==> src/rtl/scoreboarded_register_file.sv <==
// Multi-ported register file with a per-register busy scoreboard for pending writes.
// Define REGFILE_BYPASS_EN to forward same-cycle write data and busy status to the read ports.
module scoreboarded_register_file #(
  parameter int unsigned DataWidth      = 32,
  parameter int unsigned RegisterCount  = 32,
  parameter int unsigned ReadPortCount  = 2,
  parameter int unsigned WritePortCount = 2
) (
  input  logic                             clk_i,
  input  logic                             rst_ni,
  input  logic [$clog2(RegisterCount)-1:0] read_address_i  [ReadPortCount],
  output logic [DataWidth-1:0]             read_data_o     [ReadPortCount],
  output logic                             read_busy_o     [ReadPortCount],
  input  logic                             reserve_valid_i,
  input  logic [$clog2(RegisterCount)-1:0] reserve_address_i,
  output logic                             reserve_ready_o,
  input  logic                             write_enable_i  [WritePortCount],
  input  logic [$clog2(RegisterCount)-1:0] write_address_i [WritePortCount],
  input  logic [DataWidth-1:0]             write_data_i    [WritePortCount],
  output logic [RegisterCount-1:0]         busy_o
);

  logic [DataWidth-1:0]     regs_q [RegisterCount];
  logic [DataWidth-1:0]     regs_d [RegisterCount];
  logic [RegisterCount-1:0] busy_q, busy_d;
  logic                     reserve_fire;

  assign reserve_ready_o = ~busy_q[reserve_address_i] | (reserve_address_i == '0);
  assign reserve_fire    = reserve_valid_i & reserve_ready_o & (reserve_address_i != '0);
  assign busy_o          = busy_q;

  // Ascending port order makes the highest-index write win; the reservation is applied last
  // so it takes precedence over a same-cycle write clearing the busy bit.
  always_comb begin
    regs_d = regs_q;
    busy_d = busy_q;
    for (int w = 0; w < WritePortCount; w++) begin
      if (write_enable_i[w] && (write_address_i[w] != '0)) begin
        regs_d[write_address_i[w]] = write_data_i[w];
        busy_d[write_address_i[w]] = 1'b0;
      end
    end
    if (reserve_fire) begin
      busy_d[reserve_address_i] = 1'b1;
    end
    regs_d[0] = '0;
    busy_d[0] = 1'b0;
  end

  always_ff @(posedge clk_i or negedge rst_ni) begin
    if (!rst_ni) begin
      for (int i = 0; i < RegisterCount; i++) begin
        regs_q[i] <= '0;
      end
      busy_q <= '0;
    end else begin
      regs_q <= regs_d;
      busy_q <= busy_d;
    end
  end

  always_comb begin
    for (int r = 0; r < ReadPortCount; r++) begin
      read_data_o[r] = regs_q[read_address_i[r]];
      read_busy_o[r] = busy_q[read_address_i[r]];
`ifdef REGFILE_BYPASS_EN
      for (int w = 0; w < WritePortCount; w++) begin
        if (write_enable_i[w] && (write_address_i[w] != '0) &&
            (write_address_i[w] == read_address_i[r])) begin
          read_data_o[r] = write_data_i[w];
          read_busy_o[r] = reserve_fire && (reserve_address_i == read_address_i[r]);
        end
      end
`endif
      // Forwarded inputs must not leak out while reset is held.
      if (!rst_ni) begin
        read_data_o[r] = '0;
        read_busy_o[r] = 1'b0;
      end
    end
  end

endmodule
==> config.mk <==
export PLATFORM = sky130hd
export DESIGN_NAME = scoreboarded_register_file
export DESIGN_NICKNAME = d
export VERILOG_FILES = /design/src/rtl/scoreboarded_register_file.sv
export SDC_FILE = /design/constraint.sdc
export NUM_CORES = 2
export LEC_CHECK = 0
export CAP_MARGIN = 20
export CORE_MARGIN = 4
export CORE_UTILIZATION = 30
export CTS_BUF_LIST = sky130_fd_sc_hd__clkbuf_16
export DETAILED_ROUTE_END_ITERATION = 8
export HOLD_SLACK_MARGIN = 0.03
export PLACE_DENSITY = 0.5
export SLEW_MARGIN = 30
export SYNTH_ARGS = -nofsm -noshare
export SYNTH_HDL_FRONTEND = slang
export SYNTH_SLANG_ARGS = --single-unit
==> constraint.sdc <==
create_clock -name clk_i -period 3.3 [get_ports clk_i]
set_input_delay 0.99 -clock clk_i [delete_from_list [all_inputs] [get_ports clk_i]]
set_output_delay 0.99 -clock clk_i [all_outputs]
set_load 0.03 [all_outputs]
# Word-level counts from Yosys, hierarchy flattened
# Cells that the tools add are included.
# Widths: inputs -> output; s select.
totals:
  wordCells: 103
  ff_bits: 1023
  input_bits: 94
  out_inout_bits: 99
classes:
  reduce_logical: 11
  bitwise_logic: 13
  order_cmp: 14
  n_mux: 33
op_table:
  columns: ["op", "n"]
  rows:
  - ["$bwmux 1024", 2]
  - ["$mux 1024", 1]
  - ["$mux 992", 1]
  - ["$mux 32", 11]
  - ["$bmux 32 s5", 2]
  - ["$demux 32 s5", 2]
  - ["$and 32x32->32", 2]
  - ["$not 32->32", 2]
  - ["$or 32x32->32", 1]
  - ["$lt 5x6->1 const B", 5]
  - ["$ge 6x6->1 const B", 4]
  - ["$not 5->6", 4]
  - ["$bmux 1 s5", 3]
  - ["$demux 1 s5", 3]
  - ["$ge 5x1->1 const B", 3]
  - ["$reduce_bool 5->1", 3]
  - ["$lt 6x1->1 const B", 2]
  - ["$mux 1", 8]
  - ["$logic_and 1x1->1", 7]
  - ["$logic_not 5->1", 1]
  - ["$and 1x1->1", 2]
  - ["$not 1->1", 1]
  - ["$or 1x1->1", 1]

# Logic depth before layout (Yosys ltp)
logic_depth:
  depth_word: 11
  depth_mapped: 9
  mapped_depth_nobuf: 5

# Worst setup path before layout
# OpenSTA, ideal clock, no wires.
synth_path:
  path_kind: "input port to output port"
  start: "input port read_address_i[0] (netlist bit)"
  end: "output port read_data_o[14] (netlist bit)"
  stages: 6
  path_slack_ns: -0.300
  t_required_ns: 2.310
  t_arrival_ns: 2.610
  path_buffers: 3
  cell_sequence: "buf_6 buf_2 buf_4 mux4_2 a221oi_1 a21oi_1"
synth_lines:
  columns: ["element", "line", "rtl"]
  rows:
  - ["start: declaration", "11", "input logic [$clog2(RegisterCount)-1:0] read_address_i [ReadPortCount],"]
  - ["end: declaration", "12", "output logic [DataWidth-1:0] read_data_o [ReadPortCount],"]

==> metrics <==
status finished with violations; failing checks negative setup slack; Area growth syn-to-layout 33.6%; layout cell share with drive strength beyond 1 27.6%; Seq/Total Area, Yosys 39.6%; RD Place Congestion 0.925; delay of the slowest critical-path stage 0.55 ns; fmax 258 MHz; commonest non-fill, non-tap cell in the layout mux2i_1; Worst Tran Pin Value 0.912 ns; # H-tree levels 3; Reg power frac 40.4%; PnR worst setup slack -0.583 ns; fillers 20565; Critical Path Fanout Max 8; commonest cells after routing, fill and taps aside mux2i_1, dfrtp_1, nor2_1; half-perimeter wire length after detailed placement 201000 um; Cell Int Power 30900 uW; final setup fails 67; Die Y 472 um; Slew HR 39.2%; endpoints failing hold 0; Num Clock Sinks 1023; R2R Setup Slk 1.63 ns; number of synthesized flops with an enable pin 0; die span in x 472 um; Clk pwr share 28.3%; Critical Path Source Type input pin; clk root buf clkbuf_16; reg2reg path depth 5; FP Rows 170; DRT Wirelength 319000 um; Worst R2R End busy_o[12]; syn nets 6621; Multi-input gate area 39900 um2; simple-gate share of the synthesized area 9.94%; Yosys reg bits 1023; WP data arrival 2.89 ns; DRT Pass-1 Iters 7; Reg area 25600 um2; maximum capacitance violations 0; Mean Syn Cell Area 9.90 um2; Synth cell types 57; WL per Instance 32.1 um; post-DR vias/cell 5.81; Post-Syn Instances 6527; Compound-Gate Fraction of Synth Area 12.6%; global route total overflow 0; peak supply drop 0.417 mV; kind of critical path in2out; Placement Setup Slack -0.960 ns; clk buf depth 3; crit path max-delay cell type mux4_2; crit end category output port; die area 223000 um2; # nets final 7072; vias in the first global route 55966; core region area 214000 um2; global-route wire length before repair 442000 um; Hold-fix buffers, CTS 0; largest family of logic cells by synthesized area multiplexers; drt initial violations 6803; Setup Skew 0.00702 ns; CTS tree yes; Buf/Inv on CP 4; Port Buffers 191; Final TNS setup -29.16 ns; warning count from the yosys run 0; power share of the combinational group 31.3%; Sw Share 34.2%; ANT nets after route 0; part of the cycle the worst path needs 118%; Mapped Area 64600 um2; I/O pin cnt 193; XOR/XNOR Fraction of Synth Area 0%; RSZ-0062 raised after global routing true; mux share of post-synthesis cell area 32.9%; Post-synth top flop dfrtp_1; reg2reg start busy_o[30]; Adder-Cell Fraction of Synth Area 0%; worst path cell trace buf_16, buf_12, buf_6, mux4_2, mux4_2, a31o_4, buf_12; Net Switching 16000 uW; largest net degree at the start of global routing 156; CTS Buf Count 116; clk slew on worst S/H paths 0.06 ns; initial antenna violation count 7; Max Transition Viols Final 0; vias 57598; Period minus WS final 3.88 ns; worst min path class in2async; Leak Pwr 0.0390 uW; Power Dens Cells 544 nW/um2; Worst-Skew Late Latency 0.75 ns; Post-synth ARST share 100%; DRC viols 0; Crit path required time 2.31 ns; delay-heaviest family, CP multiplexers; Initial Util 30.2%; Total GRT Usage 27.5%
## what timing repair did
item / 4_1_cts / 5_1_grt
gates cloned: 26 / 6
pin swaps: 177 / 166
setup endpoints to repair: 67 / 67
gates resized for setup: 511 / 229
setup buffers: 102 / 79
## synthesized netlist by cell type, types with 8 or more instances
cell,n,area [um2]
nor4_1,46,288
a32o_1,16,160
o22ai_1,105,657
nand3_1,65,325
nor2_1,933,3500
a221oi_1,19,166
buf_1,45,169
buf_6,10,113
clkbuf_1,478,1790
buf_2,181,906
buf_4,30,225
mux4_2,277,6240
a22oi_1,143,1070
nand2_1,384,1440
and3_1,49,307
dfrtp_1,1023,25600
nor2b_1,15,93.8
a2bb2oi_1,11,96.3
nand2b_1,19,119
a21oi_1,843,4220
o21ai_0,164,821
o2bb2ai_1,50,438
mux2i_1,1477,14800
mux2_2,19,214
o21ai_1,14,70.1
o31ai_1,11,82.6
a22o_1,17,149
nor2_2,10,62.6
a311oi_1,8,70.1
## worst max-delay path by stage
stage,start,to,slack (ns),cells past startpoint
after floorplan,read_address_i[0],read_data_o[1],-0.14,5
after global placement,read_address_i[4],read_data_o[13],-1.0,10
after detailed placement,read_address_i[4],read_data_o[13],-0.96,10
after CTS,read_address_i[5],read_data_o[61],-0.58,9
after global routing,read_address_i[5],read_data_o[38],-0.58,7
final,read_address_i[5],read_data_o[38],-0.58,7
## sequential cells by signal, summed over array words and instances, names as in the netlist
register,cells
busy_o,31
regs_q,992
## layout make-up
type	count	area share, %
antenna	2	0.00579
tap	2838	4.11
timing repair buffer	1080	15.7
multi-input combinational	4752	46.2
clock buffer	117	3.39
clock inverter	97	0.924
sequential	1023	29.6
inverter	5	0.0246
## routing by layer
| layer | global-route usage [%] | routed length [um] | vias to the layer above |
|---|---|---|---|
| met5 | 0 | 0 | - |
| met1 | 37.0 | 131000 | 29006 |
| li1 | - | - | 24588 |
| met4 | 15.2 | 21300 | 0 |
| met3 | 5.26 | 26300 | 820 |
| met2 | 41.6 | 140000 | 3184 |
## tightest hold or removal path: cells and delay by family
family | cells | cell delay, ns
buf+inv | 3 | 0.53
## cell families after synthesis
group,count (synthesis)
multiplexers,1773
AND/OR/NAND/NOR,1559
AO/OA/AOI/OAI,1419
flip-flops,1023
buffers and inverters,752
other,1
## power groups by stage
stage / clock (uW) / sequential, uW / combinational [uW]
floorplan: 0 / 18100 / 8640
global placement: 0 / 18800 / 12600
detailed placement: 0 / 19000 / 12900
CTS: 13400 / 18800 / 14100
global route: 13900 / 19400 / 15700
finish: 13300 / 19000 / 14700
## per-stage QoR
step                std cells  hold WS, ns  area [um2]  util, %  power, uW
finish                   9914        0.387       86400     40.3      47000
global route             9914        0.374       86400     40.3      49000
CTS                      9843        0.348       84500     39.4      46300
detailed placement       9510        0.572       76400     35.6      31900
global placement         9510        0.555       76400     35.6      31500
floorplan                6527        0.532       65500        -      26800
Power figures use the tool's default switching activity.
